## src/rtl/dma_pkg.sv

```systemverilog
// Shared definitions for the DMA read-data path: skid buffer state encoding
// and default beat/counter widths.
package dma_pkg;

   typedef enum logic [1:0] {
      EMPTY = 2'd0,
      BUSY  = 2'd1,
      FULL  = 2'd2
   } skid_state_t;

   localparam int DMA_DW = 32;
   localparam int DMA_CW = 8;

endpackage

```

## src/rtl/dma_clk_gate_ctrl.sv

```systemverilog
// Clock-gate qualifier for the downstream data register. It counts
// consecutive idle cycles (buffer empty and no incoming beat). It drops
// clk_gen once the count reaches IDLE_CYC.
// clk_gen is launched from the falling edge, so it only changes while clk is
// low and the downstream AND gate sees no glitch.
module dma_clk_gate_ctrl #(
   parameter int IDLE_CYC = 4
) (
   input  logic clk,
   input  logic resetn,
   input  logic buf_empty,
   input  logic s_valid,
   output logic clk_gen
);

   localparam int IW = $clog2(IDLE_CYC + 1);
   localparam logic [IW-1:0] IDLE_MAX = IW'(IDLE_CYC);

   logic [IW-1:0] idle_cnt_reg;
   logic          gate_req;
   logic          clk_gen_reg;

   // Idle counter: saturates at IDLE_CYC, any activity clears it
   always_ff @(posedge clk or negedge resetn) begin
      if (!resetn) begin
         idle_cnt_reg <= '0;
      end else if (buf_empty && !s_valid) begin
         if (idle_cnt_reg != IDLE_MAX) begin
            idle_cnt_reg <= idle_cnt_reg + IW'(1);
         end
      end else begin
         idle_cnt_reg <= '0;
      end
   end

   // An incoming beat re-enables the clock immediately, without waiting for the counter
   assign gate_req = (idle_cnt_reg != IDLE_MAX) | s_valid;

   // Capture the request on the falling edge so clk_gen only moves while clk is low
   always_ff @(negedge clk or negedge resetn) begin
      if (!resetn) begin
         clk_gen_reg <= 1'b1;
      end else begin
         clk_gen_reg <= gate_req;
      end
   end

   assign clk_gen = clk_gen_reg;

endmodule

```

## src/rtl/dma_rd_skid.sv

```systemverilog
// Two-entry skid buffer between the AXI4 R channel and the DMA's
// enable-loaded data registers. The main register drives m_*, and the skid
// register catches the beat that arrives while downstream stalls.
// s_ready is registered, so m_ready has no combinational path to s_ready.
// Optional feature: define DMA_RD_SKID_CLK_GATE_EN to enable idle-based
// gating of clk_gen. Otherwise clk_gen is tied high.
module dma_rd_skid
   import dma_pkg::*;
#(
   parameter int DW       = DMA_DW,
   parameter int CW       = DMA_CW,
   parameter int IDLE_CYC = 4
) (
   input  logic          clk,
   input  logic          resetn,
   input  logic          s_valid,
   output logic          s_ready,
   input  logic [DW-1:0] s_data,
   input  logic          s_last,
   output logic          m_valid,
   input  logic          m_ready,
   output logic [DW-1:0] m_data,
   output logic          m_last,
   output logic          ld_en,
   output logic          clk_gen,
   output logic [CW-1:0] beat_cnt,
   output logic          pkt_done
);

   skid_state_t   state_reg, state_next;
   logic [DW-1:0] main_data_reg, main_data_next;
   logic          main_last_reg, main_last_next;
   logic [DW-1:0] skid_data_reg, skid_data_next;
   logic          skid_last_reg, skid_last_next;
   logic          m_valid_reg, m_valid_next;
   logic          s_ready_reg, s_ready_next;
   logic [CW-1:0] beat_cnt_reg, beat_cnt_next;
   logic          pkt_done_reg, pkt_done_next;
   logic          in_hs;
   logic          out_hs;

   assign in_hs  = s_valid & s_ready_reg;
   assign out_hs = m_valid_reg & m_ready;

   // Next-state and datapath steering for the main/skid registers
   always_comb begin
      state_next     = state_reg;
      main_data_next = main_data_reg;
      main_last_next = main_last_reg;
      skid_data_next = skid_data_reg;
      skid_last_next = skid_last_reg;
      case (state_reg)
         EMPTY: begin
            if (in_hs) begin
               main_data_next = s_data;
               main_last_next = s_last;
               state_next     = BUSY;
            end
         end
         BUSY: begin
            if (in_hs && out_hs) begin
               main_data_next = s_data;
               main_last_next = s_last;
            end else if (in_hs) begin
               skid_data_next = s_data;
               skid_last_next = s_last;
               state_next     = FULL;
            end else if (out_hs) begin
               state_next = EMPTY;
            end
         end
         FULL: begin
            if (out_hs) begin
               main_data_next = skid_data_reg;
               main_last_next = skid_last_reg;
               state_next     = BUSY;
            end
         end
         default: begin
            state_next = EMPTY;
         end
      endcase
      m_valid_next = (state_next != EMPTY);
      s_ready_next = (state_next != FULL);
   end

   // Per-burst beat counter: last beat clears it, otherwise count up and saturate
   always_comb begin
      beat_cnt_next = beat_cnt_reg;
      pkt_done_next = out_hs & main_last_reg;
      if (out_hs) begin
         if (main_last_reg) begin
            beat_cnt_next = '0;
         end else if (beat_cnt_reg != {CW{1'b1}}) begin
            beat_cnt_next = beat_cnt_reg + CW'(1);
         end
      end
   end

   // State, storage and status registers; reset discards any buffered beats
   always_ff @(posedge clk or negedge resetn) begin
      if (!resetn) begin
         state_reg     <= EMPTY;
         main_data_reg <= '0;
         main_last_reg <= 1'b0;
         skid_data_reg <= '0;
         skid_last_reg <= 1'b0;
         m_valid_reg   <= 1'b0;
         s_ready_reg   <= 1'b0;
         beat_cnt_reg  <= '0;
         pkt_done_reg  <= 1'b0;
      end else begin
         state_reg     <= state_next;
         main_data_reg <= main_data_next;
         main_last_reg <= main_last_next;
         skid_data_reg <= skid_data_next;
         skid_last_reg <= skid_last_next;
         m_valid_reg   <= m_valid_next;
         s_ready_reg   <= s_ready_next;
         beat_cnt_reg  <= beat_cnt_next;
         pkt_done_reg  <= pkt_done_next;
      end
   end

   assign s_ready  = s_ready_reg;
   assign m_valid  = m_valid_reg;
   assign m_data   = main_data_reg;
   assign m_last   = main_last_reg;
   assign ld_en    = out_hs;
   assign beat_cnt = beat_cnt_reg;
   assign pkt_done = pkt_done_reg;

`ifdef DMA_RD_SKID_CLK_GATE_EN
   dma_clk_gate_ctrl #(
      .IDLE_CYC (IDLE_CYC)
   ) u_clk_gate_ctrl (
      .clk       (clk),
      .resetn    (resetn),
      .buf_empty (state_reg == EMPTY),
      .s_valid   (s_valid),
      .clk_gen   (clk_gen)
   );
`else
   assign clk_gen = 1'b1;
`endif

endmodule

```

## config.mk

```make
export PLATFORM = sky130hd
export DESIGN_NAME = dma_rd_skid
export DESIGN_NICKNAME = d
export VERILOG_FILES = /design/src/rtl/dma_pkg.sv /design/src/rtl/dma_clk_gate_ctrl.sv /design/src/rtl/dma_rd_skid.sv
export SDC_FILE = /design/constraint.sdc
export NUM_CORES = 1
export LEC_CHECK = 0
export BUFFER_PORTS_ARGS = -buffer_cell sky130_fd_sc_hd__buf_2
export CORE_UTILIZATION = 40
export CTS_BUF_LIST = sky130_fd_sc_hd__clkbuf_8
export DETAILED_ROUTE_END_ITERATION = 6
export GPL_ROUTABILITY_DRIVEN = 0
export PLACE_DENSITY = 0.62
export SLEW_MARGIN = 10
export SYNTH_ARGS = -nofsm -noshare
export SYNTH_HDL_FRONTEND = slang
export SYNTH_SLANG_ARGS = --single-unit
```

## constraint.sdc

```tcl
create_clock -name clk -period 2.45 [get_ports clk]
set_input_delay 0.245 -clock clk [delete_from_list [all_inputs] [get_ports clk]]
set_output_delay 0.245 -clock clk [all_outputs]
set_load 0.05 [all_outputs]
```

==> results of run 1 <==
[cells by family after synthesis]
kind of cell	count (synthesis)
multiplexers	99
flip-flops	79
AO/OA/AOI/OAI	26
AND/OR/NAND/NOR	22
buffers and inverters	17
adder cells (fa/ha/maj)	1
other	1
XOR/XNOR	1
[layout make-up]
cell class | count | area (um^2) | area share [%]
Tap cell | 108 | 135 | 3.06
Multi-Input combinational cell | 150 | 1590 | 36.1
Timing Repair Buffer | 88 | 500 | 11.3
Clock inverter | 3 | 16.3 | 0.368
Inverter | 4 | 15.0 | 0.340
Clock buffer | 13 | 179 | 4.05
Sequential cell | 79 | 1980 | 44.8
[power by group]
group	total (mW)	switching, mW	internal [mW]
clock	0.924	0.450	0.474
sequential	2.29	0.360	1.93
combinational	3.34	1.96	1.37
total	6.56	2.77	3.78
[final timing paths]
kind / start / end / slack [ns] / cells past startpoint
max in group asynchronous: resetn / m_data[21]$_DFFE_PN0P_ / 1.45 / 3
min: s_data[20] / skid_data_reg[20]$_DFFE_PN0P_ / 0.13 / 2
max reg2reg: state_reg[1]$_DFF_PN0_ / m_data[26]$_DFFE_PN0P_ / 0.60 / 4
max: state_reg[1]$_DFF_PN0_ / m_data[26]$_DFFE_PN0P_ / 0.60 / 4
min in group asynchronous: resetn / m_data[18]$_DFFE_PN0P_ / 0.40 / 2
min reg2reg: skid_data_reg[21]$_DFFE_PN0P_ / skid_data_reg[21]$_DFFE_PN0P_ / 0.49 / 1
[layer usage]
metal / up-vias / share of wire, %
met5: - / 0
met4: 0 / 0.60
met3: 6 / 5.8
met2: 59 / 47
met1: 1138 / 47
li1: 1068 / -
[through the flow]
stage	worst slack [ns]	total power [mW]	cell area, um^2	utilization, %	hold WS (ns)
after detailed placement	0.611	5.68	4210	47.8	0.232
after global routing	0.468	6.91	4410	50.1	0.121
after CTS	0.585	6.63	4410	50.1	0.117
after global placement	0.618	5.62	4210	47.8	0.233
final	0.603	6.56	4410	50.1	0.135
after floorplan	0.620	4.99	3690	-	-0.0506
[cell usage after synthesis (all sizes together)]
cell	n
nand2	5
mux2i	2
o2111a	1
o2111ai	1
nor2b	1
a2111oi	1
o22ai	2
nand2b	1
nand3	1
a31o	1
ha	1
nor3	1
clkbuf	1
a311oi	1
and3b	1
and2	3
dfrtp	79
nor2	1
inv	4
o21ai	2
nand3b	1
a21boi	1
o311ai	1
conb	1
buf	12
a211oi	1
a41o	2
and4	3
o21a	1
a211o	1
xor2	1
a21oi	6
and3	3
a31oi	4
mux2	97
nand4	1
[worst reg2reg max path: cells and delay by family (launching register included)]
family / cells / cell delay (ns)
mux: 2 / 0.66
flops: 1 / 0.41
simple gates: 1 / 0.36
buf+inv: 1 / 0.31
==> metrics.txt, run 1 <==
cell type of the slowest stage on the worst timing path=dfrtp_1; post-route clock period utilization=75.4%; via count of the first global-routing pass=2,289; share of cell area taken by muxes after synthesis=32.9%; die area=9600 um^2; flops & latches, synth=79; area growth from synthesis to layout=19.8%; Num CTS Buffers=9; required time of the critical path=2.67 ns; Final #Nets=370; ordered list of cells on the worst path=nor2b_4 > buf_4 > mux2_2 > mux2_1; post-synthesis compound-gate area fraction=5.67%; global-route usage over all layers=15.5%; placeable core region=8810 um^2; GRT busiest layer=met2; Post-CTS Hold Fix Bufs=1; cell row count=34; maximum ir drop on the vdd rail=0.000661 V; pin count of the biggest net entering global routing=47; clock slew seen by the registers of the worst setup and hold paths=0.08 ns; setup_tns=0 ns; global route total overflow=0; global-route wire length before repair=11,700 um; largest fanout on the critical path=15; clock latency on the worst-skew pair=0.34 ns; number of levels the H-tree was split into=3; starting density of the core=41.9%; WP data arrival=2.07 ns; startpoint-to-endpoint class of the critical path=flop to flop; category of cells accounting for the largest share of critical-path delay=multiplexers; met2 GRT Util=23.9%; maximum count of clock buffers along a single path=2; leading cell type in the layout, fill and taps excluded=buf_2; power per cell area=1490 nW/um^2; count of buffer and inverter cells on the critical path=1; number of DRC violations after detailed-routing iteration 0=72; total detailed-routing wirelength=7020 um; buffer cell driving the clock tree root=clkbuf_8; remaining antenna violation count after routing=0; dominant combinational cell family by area after synthesis=multiplexers; number of max-cap violations=0; First-pass DRT Iterations=6; final hold vios=0; Post-Synth Simple-Gate Area=3.70%; Die X=98.0 um; CP peak stage delay=0.41 ns; leading cell types in the layout, fill and taps excluded=80 x buf_2, 79 x dfrtp_1, 62 x mux2_2; WL/cell=15.8 um; final setup fails=0; GRT met1 Usage=21.2%; Max Clock Skew=0.00768 ns; fraction of layout cells with a size suffix above 1=58.5%; crit end category=flop; sequential area share after synthesis=53.6%; top cell type by total area after synthesis=dfrtp_1; mean post-synth cell area=15.0 um^2; fill cell count=800; number of distinct library cells after synthesis=42; adder and majority cell fraction of the synthesized area=0.339%; instance count after placement with tap cells included=428; number of warning messages in the yosys log=0; Syn Nets=284; setup repair after global routing missed its margin=no; netlist area before placement=3690 um^2; post-detailed-route via-to-cell ratio=5.10; number of gates given a new drive strength after cts=0; class of the worst hold path=input port to flop; biggest area contributors in the synthesized netlist=dfrtp_1 54%, mux2_2 19%, mux2_4 11%; antenna violations before repair=0; Tmin final=1.85 ns; number of design rule violations left after detail routing=7; Cells after Synth=246; Setup Buffers After CTS=0; met3 GRT Util=4.94%; vertical die dimension=98.0 um; CTS tree=built; parity-gate share of the synthesized area counting xor and xnor cells=0.238%; sort of element at the start of the critical path=flop; number of pins with negative max-slew slack in the final report=0; DR vias=2,271; HPWL after DPL=4840 um; area fraction of the dominant cell type after synthesis=53.6%; PortBufs=81; n_diodes=0; I/O pin total=83; result of the run=finished with violations; leakage power=2.08 nW; violated checks=design-rule violations; number of sinks handled by clock tree synthesis=79; final std cells w/o fill=445; top achievable clock speed=541 MHz
No activity file was read; power rests on OpenSTA's default activity.
==> run 2: changes to the inputs <==
==> constraint.sdc (replaced) <==
create_clock -name clk -period 1.7 [get_ports clk]
set_input_delay 0.17 -clock clk [delete_from_list [all_inputs] [get_ports clk]]
set_output_delay 0.17 -clock clk [all_outputs]
set_load 0.05 [all_outputs]
==> metrics.txt, run 2 (synthesis gave the netlist of run 1 again) <==
instance count after placement with tap cells included=431 (+0.70%); Tmin final=1.61 ns (-0.241 ns); violated checks=design-rule violations; buffer cell driving the clock tree root=clkbuf_8; via count of the first global-routing pass=2,389 (+4.4%); HPWL after DPL=4860 um (+0.39%); n_diodes=0 (unchanged); global-route wire length before repair=12,100 um (+3.7%); leading cell type in the layout, fill and taps excluded=buf_2; class of the worst hold path=input port to flop; worst-case setup margin in the final layout=0.0938 ns (-0.509 ns); cell row count=34 (unchanged); fill cell count=812 (+1.5%); Num CTS Buffers=9 (unchanged); relative contribution of combinational cells to total power=49.9% (-1.0 points); number of max-cap violations=0 (unchanged); power per cell area=2180 nW/um^2 (+47%); Sequential Area=1980 um^2 (+0.13%); final hold vios=0 (unchanged); leading cell types in the layout, fill and taps excluded=80 x buf_2, 77 x dfrtp_1, 62 x mux2_2; post-detailed-route via-to-cell ratio=5.14 (+0.64%); number of levels the H-tree was split into=3 (unchanged); fraction of layout cells with a size suffix above 1=60.1% (+1.7 points); Worst-Margin Slew=0.600 ns; WL/cell=16.0 um (+1.6%); Reg power frac=33.8% (-1.2 points); Final #Nets=374 (+1.1%); net switching fraction of the power=41.8% (-0.50 points); placement-stage worst setup slack=0.106 ns (-0.505 ns); number of DRC violations after detailed-routing iteration 0=46 (-36%); antenna violations before repair=0 (unchanged); tightest slew margin relative to the limit=60.0%; I/O pin total=83 (unchanged); DR vias=2,306 (+1.5%); starting density of the core=41.9% (unchanged); setup_tns=0 ns (unchanged); total met2 wirelength after detailed routing=3430 um (+4.0%); clock slew seen by the registers of the worst setup and hold paths=0.09 ns (about the same); Internal Power=5.69 mW (+50%); First-pass DRT Iterations=6 (unchanged); post-route clock period utilization=94.5% (+19 points); final std cells w/o fill=449 (+0.90%); PortBufs=81 (unchanged); Die X=98.0 um (unchanged); CTS tree=built; leakage power=2.09 nW (+0.56%); final setup fails=0 (unchanged); WP data arrival=1.89 ns (-0.18 ns); number of pins with negative max-slew slack in the final report=0 (unchanged); global-route usage over all layers=16.2% (+0.70 points); result of the run=finished with violations; number of design rule violations left after detail routing=7 (unchanged); P_sw=4.08 mW (+47%); die area=9600 um^2 (unchanged); maximum ir drop on the vdd rail=0.000926 V (+40%); sort of element at the start of the critical path=flop; vertical die dimension=98.0 um (unchanged); topmost layer with routed signal wires=met4; required time of the critical path=1.98 ns (-0.69 ns); met3 routed wirelength=347 um (-15%); top achievable clock speed=623 MHz (+15%); placeable core region=8810 um^2 (unchanged); Max Clock Skew=0.0117 ns (+0.00400 ns); startpoint-to-endpoint class of the critical path=flop to flop; global route total overflow=0 (unchanged); total detailed-routing wirelength=7200 um (+2.5%); crit end category=flop; pin count of the biggest net entering global routing=48 (+2.1%); remaining antenna violation count after routing=0 (unchanged); area growth from synthesis to layout=21.7%; Routed met1 length=3280 um (+0.34%); largest fanout on the critical path=6 (-9); maximum count of clock buffers along a single path=2 (unchanged); clock latency on the worst-skew pair=0.35 ns (about the same); area used by multi-input combinational logic=1590 um^2 (unchanged); number of sinks handled by clock tree synthesis=79 (unchanged); share of total power in the clock network=16.3% (+2.2 points); setup repair after global routing missed its margin=no
[run 2: worst max-delay path, cell delays in order (launching register included)]
cell and delay, ns:
dfrtp_1 0.44, ha_1 0.26, and4_1 0.20, a2111oi_0 0.49
a211o_1 0.16
[run 2: per-layer routing]
metal	vias up	track usage, %
li1	1082	-
met1	1159	21.0
met2	55	26.1
met3	10	3.58
met4	0	7.11
met5	-	0
[run 2: metrics by stage]
| stage | power (mW) | hold WS, ns | util, % | area [um^2] |
|---|---|---|---|---|
| 2_1_floorplan | 7.19 | -0.126 | - | 3690 |
| 3_3_place_gp | 8.15 | 0.225 | 48.1 | 4230 |
| 3_5_place_dp | 8.24 | 0.227 | 48.1 | 4230 |
| 4_1_cts | 9.87 | 0.0408 | 50.9 | 4490 |
| 5_1_grt | 10.3 | 0.0371 | 50.9 | 4490 |
| 6_report | 9.77 | 0.0435 | 50.9 | 4490 |
[run 2: power groups by stage]
stage | Clock (mW) | Combinational [mW] | Sequential [mW]
after floorplan | 0 | 2.32 | 4.87
after global placement | 0 | 4.83 | 3.32
after detailed placement | 0 | 4.91 | 3.33
after CTS | 1.63 | 4.93 | 3.31
after global routing | 1.70 | 5.16 | 3.43
final | 1.60 | 4.87 | 3.30
[run 2: timing repair]
action | in CTS | in global routing
resized for setup | 1 | 0
hold buffers | 1 | 0
setup buffers | 1 | 0
endpoints found under the setup margin | 1 | 0
endpoints found under the hold margin | 44 | 0
[run 2: final timing paths]
kind	from	slack, ns	cells past startpoint	end
worst min register to register	m_data[26]$_DFFE_PN0P_	0.49	1	m_data[26]$_DFFE_PN0P_
worst max register to register	beat_cnt[0]$_DFFE_PN0P_	0.09	4	beat_cnt[0]$_DFFE_PN0P_
max in group asynchronous	resetn	0.69	3	m_data[15]$_DFFE_PN0P_
worst min-delay path	s_data[19]	0.04	2	skid_data_reg[19]$_DFFE_PN0P_
worst max-delay path	beat_cnt[0]$_DFFE_PN0P_	0.09	4	beat_cnt[0]$_DFFE_PN0P_
min in group asynchronous	resetn	0.38	2	beat_cnt[3]$_DFFE_PN0P_
[run 2: cell type report]
cell class,instances,area share (%)
clock buffer,10,3.07
inverter,4,0.418
tap,108,3.01
sequential,79,44.1
timing repair buffer,92,11.8
multi-input combinational,150,35.5
clock inverter,6,2.06
==> run 3: changes to the inputs <==
--- a/config.mk
+++ b/config.mk
@@ -6,11 +6,12 @@
 export NUM_CORES = 1
 export LEC_CHECK = 0
 export BUFFER_PORTS_ARGS = -buffer_cell sky130_fd_sc_hd__buf_2
-export CORE_UTILIZATION = 40
+export CORE_UTILIZATION = 56
 export CTS_BUF_LIST = sky130_fd_sc_hd__clkbuf_8
 export DETAILED_ROUTE_END_ITERATION = 6
 export GPL_ROUTABILITY_DRIVEN = 0
-export PLACE_DENSITY = 0.62
+export HOLD_SLACK_MARGIN = 0.02
+export PLACE_DENSITY = 0.82
 export SLEW_MARGIN = 10
 export SYNTH_ARGS = -nofsm -noshare
 export SYNTH_HDL_FRONTEND = slang
==> metrics.txt, run 3 (synthesis gave the netlist of run 1 again) <==
ordered list of cells on the worst path=nor2b_4 > buf_4 > mux2_2 > mux2_1; count of buffer and inverter cells on the critical path=1 (+1); number of design rule violations left after detail routing=0 (-7); HPWL after DPL=4960 um (+2.1%); First-pass DRT Iterations=4 (-2); maximum ir drop on the vdd rail=0.00123 V (+33%); WP data arrival=1.83 ns (-0.06 ns); Worst Hold Path EP=skid_data_reg[25]$_DFFE_PN0P_; total detailed-routing wirelength=7150 um (-0.57%); final std cells w/o fill=417 (-7.1%); buffer cell driving the clock tree root=clkbuf_8; power consumption=9.93 mW (+1.6%); DR vias=2,331 (+1.1%); via count of the first global-routing pass=2,459 (+2.9%); Crit Reg-Reg Startpoint=state_reg[1]$_DFF_PN0_; fraction of layout cells with a size suffix above 1=60.0% (-0.12 points); Reg power frac=33.6% (-0.2 points); number of levels the H-tree was split into=3 (unchanged); cell row count=29 (-15%); Internal Power=5.87 mW (+3.2%); I/O pin total=83 (unchanged); setup repair after global routing missed its margin=no; Final #Nets=374 (unchanged); post-route cell area=4480 um^2 (-0.20%); setup_tns=0 ns (unchanged); n_diodes=0 (unchanged); remaining antenna violation count after routing=0 (unchanged); CTS tree=built; final setup fails=0 (unchanged); WL/cell=17.2 um (+7.1%); PortBufs=81 (unchanged); antenna violations before repair=0 (unchanged); required time of the critical path=1.92 ns (-0.06 ns); Sequential Area=1980 um^2 (unchanged); cell area reported after detailed placement=4210 um^2 (-0.62%); sort of element at the start of the critical path=flop; maximum count of clock buffers along a single path=2 (unchanged); Hold Path Depth=2 (unchanged); net switching fraction of the power=40.9% (-0.92 points); P_sw=4.06 mW (-0.63%); reg2reg setup slack=0.09 ns (about the same); global route total overflow=0 (unchanged); end of the worst register-to-register path=m_data[26]$_DFFE_PN0P_; cell type of the slowest stage on the worst timing path=dfrtp_1; placement-stage worst setup slack=0.0940 ns (-0.0119 ns); vertical die dimension=83.1 um (-15%); clock latency on the worst-skew pair=0.34 ns (about the same); Num CTS Buffers=9 (unchanged); launch point of the worst hold path=s_data[25]; result of the run=completed; number of sinks handled by clock tree synthesis=79 (unchanged); fill cell count=453 (-44%); area used by multi-input combinational logic=1590 um^2 (+0.16%); leading cell type in the layout, fill and taps excluded=buf_2; number of DRC violations after detailed-routing iteration 0=82 (+78%); share of total power in the clock network=17.0% (+0.7 points); class of the worst hold path=input port to flop; instance count after placement with tap cells included=400 (-7.2%); CP peak stage delay=0.43 ns (-0.06 ns); number of max-cap violations=0 (unchanged); r2r worst-path depth=4 (unchanged); die area=6910 um^2 (-28%); leading cell types in the layout, fill and taps excluded=80 x buf_2, 77 x dfrtp_1, 62 x mux2_2; global-route usage over all layers=21.9% (+5.7 points); relative contribution of combinational cells to total power=49.4% (-0.5 points); post-detailed-route via-to-cell ratio=5.59 (+8.8%); placeable core region=6350 um^2 (-28%); largest fanout on the critical path=13 (+7); crit end category=flop; final hold vios=0 (unchanged); clock slew seen by the registers of the worst setup and hold paths=0.07 ns (-0.02 ns); leakage power=2.12 nW (+1.3%); startpoint-to-endpoint class of the critical path=flop to flop; Die X=83.1 um (-15%); top achievable clock speed=622 MHz (about the same); category of cells accounting for the largest share of critical-path delay=multiplexers; pin count of the biggest net entering global routing=36 (-25%); worst-case setup margin in the final layout=0.0926 ns (-0.00120 ns); area growth from synthesis to layout=21.5%; starting density of the core=58.0% (+16 points); Max Clock Skew=0.0104 ns (-0.00125 ns); post-route clock period utilization=94.6% (about the same); number of pins with negative max-slew slack in the final report=0 (unchanged); power per cell area=2220 nW/um^2 (+1.8%); Tmin final=1.61 ns (+0.00120 ns); global-route wire length before repair=11,800 um (-2.7%)
[run 3: timing repair]
action	in CTS	in global routing
pin swaps	0	0
endpoints found under the hold margin	33	0
gates resized for setup	1	1
endpoints found under the setup margin	1	1
buffers inserted	1	0
hold buffers	1	0
[run 3: metrics by stage]
step / hold WS [ns] / util, %
after floorplan: -0.126 / -
after global placement: 0.153 / 66.3
after detailed placement: 0.159 / 66.3
after CTS: 0.0418 / 70.5
after global routing: 0.0556 / 70.5
final: 0.0589 / 70.5
[run 3: power groups by stage]
stage                     registers (mW)  clock network (mW)  logic [mW]
after floorplan                     4.87                   0        2.32
after global placement              3.30                   0        4.80
after detailed placement            3.36                   0        4.91
after CTS                           3.33                1.72        4.95
after global routing                3.46                1.79        5.17
final                               3.34                1.69        4.90
[run 3: routing by layer]
| metal | part of all wire [%] | GRT usage (%) | up-vias |
|---|---|---|---|
| li1 | - | - | 1082 |
| met1 | 43 | 27.6 | 1169 |
| met2 | 51 | 37.9 | 70 |
| met3 | 4.1 | 3.78 | 10 |
| met4 | 1.4 | 7.99 | 0 |
| met5 | 0 | 0 | - |
[run 3: worst max-delay path by stage]
stage	depth (start not counted)	endpoint	start	slack [ns]
after global placement	4	m_data[26]$_DFFE_PN0P_	state_reg[1]$_DFF_PN0_	0.14
after floorplan	4	beat_cnt[0]$_DFFE_PN0P_	beat_cnt[0]$_DFFE_PN0P_	0.05
final	4	m_data[26]$_DFFE_PN0P_	state_reg[1]$_DFF_PN0_	0.09
after global routing	4	m_data[26]$_DFFE_PN0P_	state_reg[1]$_DFF_PN0_	0.01
after CTS	4	m_data[24]$_DFFE_PN0P_	state_reg[0]$_DFF_PN0_	0.08
after detailed placement	4	m_data[24]$_DFFE_PN0P_	state_reg[0]$_DFF_PN0_	0.09
[run 3: cell type report]
class	count	share of cell area, %
Clock buffer	11	3.38
Sequential cell	79	44.2
Inverter	4	0.419
Timing Repair Buffer	92	12.1
Tap cell	77	2.15
Clock inverter	4	2.10
Multi-Input combinational cell	150	35.6
